[config.mk]
export PLATFORM = sky130hd
export DESIGN_NAME = nibble_serial_alu32
export DESIGN_NICKNAME = d
export VERILOG_FILES = /design/src/rtl/alu_pkg.sv /design/src/rtl/nibble_slice.sv /design/src/rtl/nibble_serial_alu32.sv
export SDC_FILE = /design/constraint.sdc
export NUM_CORES = 1
export LEC_CHECK = 0
export CORE_UTILIZATION = 45
export DETAILED_ROUTE_END_ITERATION = 16
export GPL_ROUTABILITY_DRIVEN = 0
export GPL_TIMING_DRIVEN = 0
export PLACE_DENSITY = 0.84
export RECOVER_POWER = 50
export SLEW_MARGIN = 30
export SYNTH_ARGS = -nofsm -noshare
export SYNTH_HDL_FRONTEND = slang
export SYNTH_SLANG_ARGS = --single-unit
[constraint.sdc]
create_clock -name clk -period 4 [get_ports clk]
set_clock_uncertainty 0.05 [all_clocks]
set_input_delay 1.2 -clock clk [delete_from_list [all_inputs] [get_ports clk]]
set_output_delay 1.2 -clock clk [all_outputs]
set_load 0.03 [all_outputs]
[src/rtl/alu_pkg.sv]
// Shared op-codes, FSM state encoding and decode helpers for the nibble-serial ALU.
package alu_pkg;

    localparam logic [2:0] OP_AND = 3'b000;
    localparam logic [2:0] OP_OR  = 3'b001;
    localparam logic [2:0] OP_ADD = 3'b010;
    localparam logic [2:0] OP_SUB = 3'b110;
    localparam logic [2:0] OP_SLT = 3'b111;

    typedef enum logic [1:0] {
        ST_IDLE = 2'd0,
        ST_RUN  = 2'd1,
        ST_DONE = 2'd2
    } state_e;

    function automatic logic is_addsub(input logic [2:0] op);
        return (op == OP_ADD) || (op == OP_SUB);
    endfunction

    function automatic logic is_arith(input logic [2:0] op);
        return is_addsub(op) || (op == OP_SLT);
    endfunction

endpackage

[src/rtl/nibble_slice.sv]
// Combinational 4-bit AND/OR/add slice; exposes carry into and out of bit 3 for overflow.
module nibble_slice
    import alu_pkg::*;
(
    input  logic [3:0] a,
    input  logic [3:0] b,
    input  logic       cin,
    input  logic [2:0] op,
    output logic [3:0] sum,
    output logic       c3,
    output logic       c4
);

    logic [3:0] bx;
    logic [3:0] lo;
    logic [1:0] hi;

    always_comb begin
        bx  = op[2] ? ~b : b;
        // Split at bit 3 so the carry into the sign bit is visible.
        lo  = {1'b0, a[2:0]} + {1'b0, bx[2:0]} + {3'b000, cin};
        hi  = {1'b0, a[3]} + {1'b0, bx[3]} + {1'b0, lo[3]};
        sum = a & b;
        c3  = 1'b0;
        c4  = 1'b0;
        if (op == OP_OR) begin
            sum = a | b;
        end else if (is_arith(op)) begin
            sum = {hi[0], lo[2:0]};
            c3  = lo[3];
            c4  = hi[1];
        end
    end

endmodule

[src/rtl/nibble_serial_alu32.sv]
// Multi-cycle ALU: one operation per NIB passes through a single 4-bit slice, LSB nibble first.
module nibble_serial_alu32
    import alu_pkg::*;
#(
    parameter int unsigned WIDTH = 32
) (
    input  logic             clk,
    input  logic             reset,
    input  logic             in_valid,
    output logic             in_ready,
    input  logic [WIDTH-1:0] a,
    input  logic [WIDTH-1:0] b,
    input  logic [2:0]       op,
    output logic             out_valid,
    input  logic             out_ready,
    output logic [WIDTH-1:0] result,
    output logic             cout,
    output logic             overflow,
    output logic             zero
);

    localparam int unsigned NIB  = WIDTH / 4;
    localparam int unsigned IdxW = (NIB > 1) ? $clog2(NIB) : 1;
    localparam logic [IdxW-1:0] LastIdx = IdxW'(NIB - 1);

    state_e           state_q, state_d;
    logic [WIDTH-1:0] a_q, a_d, b_q, b_d, result_q, result_d;
    logic [2:0]       op_q, op_d;
    logic [IdxW-1:0]  idx_q, idx_d;
    logic             carry_q, carry_d, cout_q, cout_d, ovf_q, ovf_d;

    logic [3:0] s_sum;
    logic       s_c3, s_c4;

    nibble_slice u_slice (
        .a   (a_q[{idx_q, 2'b00} +: 4]),
        .b   (b_q[{idx_q, 2'b00} +: 4]),
        .cin (carry_q),
        .op  (op_q),
        .sum (s_sum),
        .c3  (s_c3),
        .c4  (s_c4)
    );

    always_ff @(posedge clk or posedge reset) begin
        if (reset) begin
            state_q <= ST_IDLE;
        end else begin
            state_q <= state_d;
        end
    end

    always_comb begin
        state_d = state_q;
        unique case (state_q)
            ST_IDLE: if (in_valid)           state_d = ST_RUN;
            ST_RUN:  if (idx_q == LastIdx)   state_d = ST_DONE;
            ST_DONE: if (out_ready)          state_d = ST_IDLE;
            default:                         state_d = ST_IDLE;
        endcase
    end

    always_comb begin
        in_ready  = (state_q == ST_IDLE);
        out_valid = (state_q == ST_DONE);
    end

    always_comb begin
        a_d      = a_q;
        b_d      = b_q;
        op_d     = op_q;
        idx_d    = idx_q;
        carry_d  = carry_q;
        result_d = result_q;
        cout_d   = cout_q;
        ovf_d    = ovf_q;
        if (state_q == ST_IDLE && in_valid) begin
            a_d     = a;
            b_d     = b;
            op_d    = op;
            idx_d   = '0;
            carry_d = op[2];
        end else if (state_q == ST_RUN) begin
            result_d[{idx_q, 2'b00} +: 4] = s_sum;
            carry_d = s_c4;
            idx_d   = idx_q + IdxW'(1);
            if (idx_q == LastIdx) begin
                cout_d = is_addsub(op_q) & s_c4;
                ovf_d  = is_addsub(op_q) & (s_c3 ^ s_c4);
                // Signed less-than: sign of the difference corrected by overflow.
                if (op_q == OP_SLT) begin
                    result_d = {{(WIDTH-1){1'b0}}, s_sum[3] ^ s_c3 ^ s_c4};
                end
            end
        end
    end

    always_ff @(posedge clk or posedge reset) begin
        if (reset) begin
            a_q      <= '0;
            b_q      <= '0;
            op_q     <= '0;
            idx_q    <= '0;
            carry_q  <= 1'b0;
            result_q <= '0;
            cout_q   <= 1'b0;
            ovf_q    <= 1'b0;
        end else begin
            a_q      <= a_d;
            b_q      <= b_d;
            op_q     <= op_d;
            idx_q    <= idx_d;
            carry_q  <= carry_d;
            result_q <= result_d;
            cout_q   <= cout_d;
            ovf_q    <= ovf_d;
        end
    end

    assign result   = result_q;
    assign cout     = cout_q;
    assign overflow = ovf_q;
    assign zero     = (result_q == '0);

endmodule

==> flow_summary.yaml <==
yosys:
  synth-seq-cells: 107
  syn-num-nets: 615
  yosysTopAreaCell: "dfrtp_1"
  yosysTopAreaCellShare: 0.509
  synth_area_per_cell_um2: 9.89
  synthMuxAreaShare: 0.0961
  synth_top_family_by_area: "simple AND/OR/NAND/NOR gates"
  ys_warn_count: 0
  seq_area_frac_synth: 0.509
  async_flop_share: 1.00
  ys.flop_type: "dfrtp_1"
  synthTopCellsByArea: "dfrtp_1 (51%), nand2_1 (15%), mux4_2 (6.8%), a22o_1 (4.8%), ha_1 (2.1%)"
  yosysMostFrequentCell: "nand2_1"
  synth_commonest_cells: "nand2_1 (215), dfrtp_1 (107), a22o_1 (29)"
  synthDistinctLibCells: 47
  netlist_area_um2: 5260
  synth_compound_area_frac: 0.0985
  synth_edf_count: 0
  synthCells: 532
  synthSimpleGateAreaFrac: 0.218
  synth-adder-area-share: 0.0328
  synth_xor_area_frac: 0.00999
placement:
  dpl_cell_area_um2: 6580
  portBuffers: 107
  hpwl_mm: 10.0
floorplanning:
  fp.dieArea_um2: 12100
  die_w_um: 110
  coreArea_um2: 11400
  start_util: 0.461
  fp.dieH_um: 110
  num_io_pins: 108
  rows: 39
cts:
  insertion_delay_ns: 0.36
  clkSlewWorstSetupHoldPaths_ns: 0.07
  clock_sinks: 107
  cts_max_level: 3
  cts_buffer_depth: 2
  cts_tree: "yes"
  cts_root_buf: "clkbuf_16"
  hold_buffers: 0
  numCtsBuffers: 9
detailed_routing:
  avgViaCountPerCell: 5.61
  first_iter_violations: 277
  routed_wl_mm: 13.7
  drc: 0
  wire_per_inst_um: 17.0
  num_vias: 4523
  drt_first_pass_iters: 5
  postRouteAntennaNets: 0
power_and_ir_drop:
  seq_power_share: 0.282
  power_frac_comb: 0.584
  irDropWorstVdd_v: 0.000505
  switching_power_mw: 2.90
  p_int_mw: 3.63
  power.share.clock: 0.135
  p_leak_nw: 3.22
  p_per_area_nw_per_um2: 948
  sw_frac_of_total: 0.444
critical_path:
  cp.required_ns: 4.24
  arrival_ns: 4.12
  reg2reg_slack_ns: 0.12
  cp_max_fo: 10
  cp-start-kind: "flop"
  worst_setup_path_end_kind: "flop"
  reg2reg_depth: 14
  path_class: "flop to flop"
grt:
  grt_max_degree: 33
  grt_use_total: 0.245
  globalRouteOverflowTotal: 0
  antenna_found_initial: 0
  grt_pass1_vias: 4518
  grt_first_pass_wirelength_mm: 22.3
hold_path:
  whs_path_depth: 2
  hold_path_class: "flop to flop"
finish:
  final_area_um2: 6890
  area_delta_synth_final_pct: 31.0
  diodes: 0
  fin_util: 0.604
  fillCellCount: 956
  num-nets-final: 741
  drive_above_1_share: 0.0860
timing:
  drv_slew: 0
  worst_pin_slew_ns: 1.49
  fmax_mhz: 258
  slew_headroom: 0.00820
  period_needed_ns: 3.88
  finalHoldViolCount: 0
  setup_viol_count_final: 0
  finalCritPeriodShare: 0.969
job:
  drv_cap: 0
run_status:
  status: "finished, final reports clean"
## power by group through the flow
stage               combinational (mW)  clock (mW)  sequential [mW]
floorplan                         2.39           0             1.97
global placement                  3.42           0             1.81
detailed placement                3.62           0             1.85
CTS                               3.77       0.890             1.83
global route                      4.15       0.931             1.89
finish                            3.81       0.882             1.84
## cells by family (layout without fill, tap and decap cells)
family,count (synthesis),count (layout)
AOI/OAI and AO/OA,67,67
xor gates and xnor gates,6,6
adders and majority gates,12,12
buffers and inverters,44,175
DFF,107,107
muxes,24,24
and+or+nand+nor,272,272
## registers in the layout (all words and copies together), names as in the netlist
signal    flops
state_q       2
a_q          32
result       32
op_q          3
idx_q         3
overflow      1
cout          1
carry_q       1
b_q          32
## repair_timing
item,in CTS,in global routing
pin swaps,1,1
resized for setup,5,4
cloned,0,0
setup endpoints to repair,9,1
buffers inserted,2,3
hold endpoints to repair,0,0
## cells in the final DEF (no fill, tap or decap), drive strengths merged, types with 6 or more instances in the layout
cell type | netlist | layout
nand2 | 215 | 215
dfrtp | 107 | 107
clkdlybuf4s50 | 0 | 105
clkbuf | 19 | 33
a22o | 29 | 29
inv | 16 | 17
mux4 | 16 | 16
o21ai | 16 | 16
buf | 9 | 13
nor4 | 10 | 10
ha | 9 | 9
nor2 | 8 | 8
a211oi | 7 | 7
nor3 | 6 | 6
mux2i | 6 | 6
## layout make-up
class,count,area (um^2),share of cell area
sequential,107,2680,0.389
multi-input combinational,381,2400,0.348
timing repair buffer,115,1130,0.164
clock buffer,11,253,0.0367
tap,143,179,0.0260
buffer,28,145,0.0211
inverter,16,63.8,0.00926
clock inverter,5,45.0,0.00654
## metrics by stage
stage / TNS [ns] / power [mW] / hold slack [ns] / cells / setup slack [ns]
floorplan: 0 / 4.36 / 0.390 / 532 / 0.263
global placement: -0.0545 / 5.23 / 0.403 / 782 / -0.0545
detailed placement: -0.844 / 5.47 / 0.407 / 785 / -0.206
CTS: 0 / 6.49 / 0.428 / 803 / 0.0505
global route: -0.00125 / 6.97 / 0.448 / 806 / -0.00125
finish: 0 / 6.53 / 0.426 / 806 / 0.123
## layer usage
layer	up-vias	routed length, um	part of all wire	track usage
met3	43	899	0.065	0.0535
met2	205	6800	0.50	0.419
met1	2192	5680	0.41	0.308
met4	0	361	0.026	0.0883
li1	2083	-	-	-
met5	-	0	0	0
## critical path, stage by stage, from the launching register on
cell	delay [ns]
dfrtp_1	0.37
clkbuf_4	0.24
buf_4	0.25
mux4_2	0.38
mux2i_4	0.20
xnor2_1	0.17
ha_1	0.27
nor2b_1	0.14
o21ai_2	0.18
nand2_1	0.13
fa_1	0.54
or2_2	0.34
a221o_1	0.30
nand4_1	0.09
and3_1	0.16
## worst paths after layout
kind / end / startpoint
min in group asynchronous: result[23] / reset
min: a_q[11] / a_q[11]
max reg2reg: result[0] / idx_q[2]
max: result[0] / idx_q[2]
max in group asynchronous: op_q[0] / reset
min reg2reg: a_q[11] / a_q[11]
(Power assumes the default switching activity.)
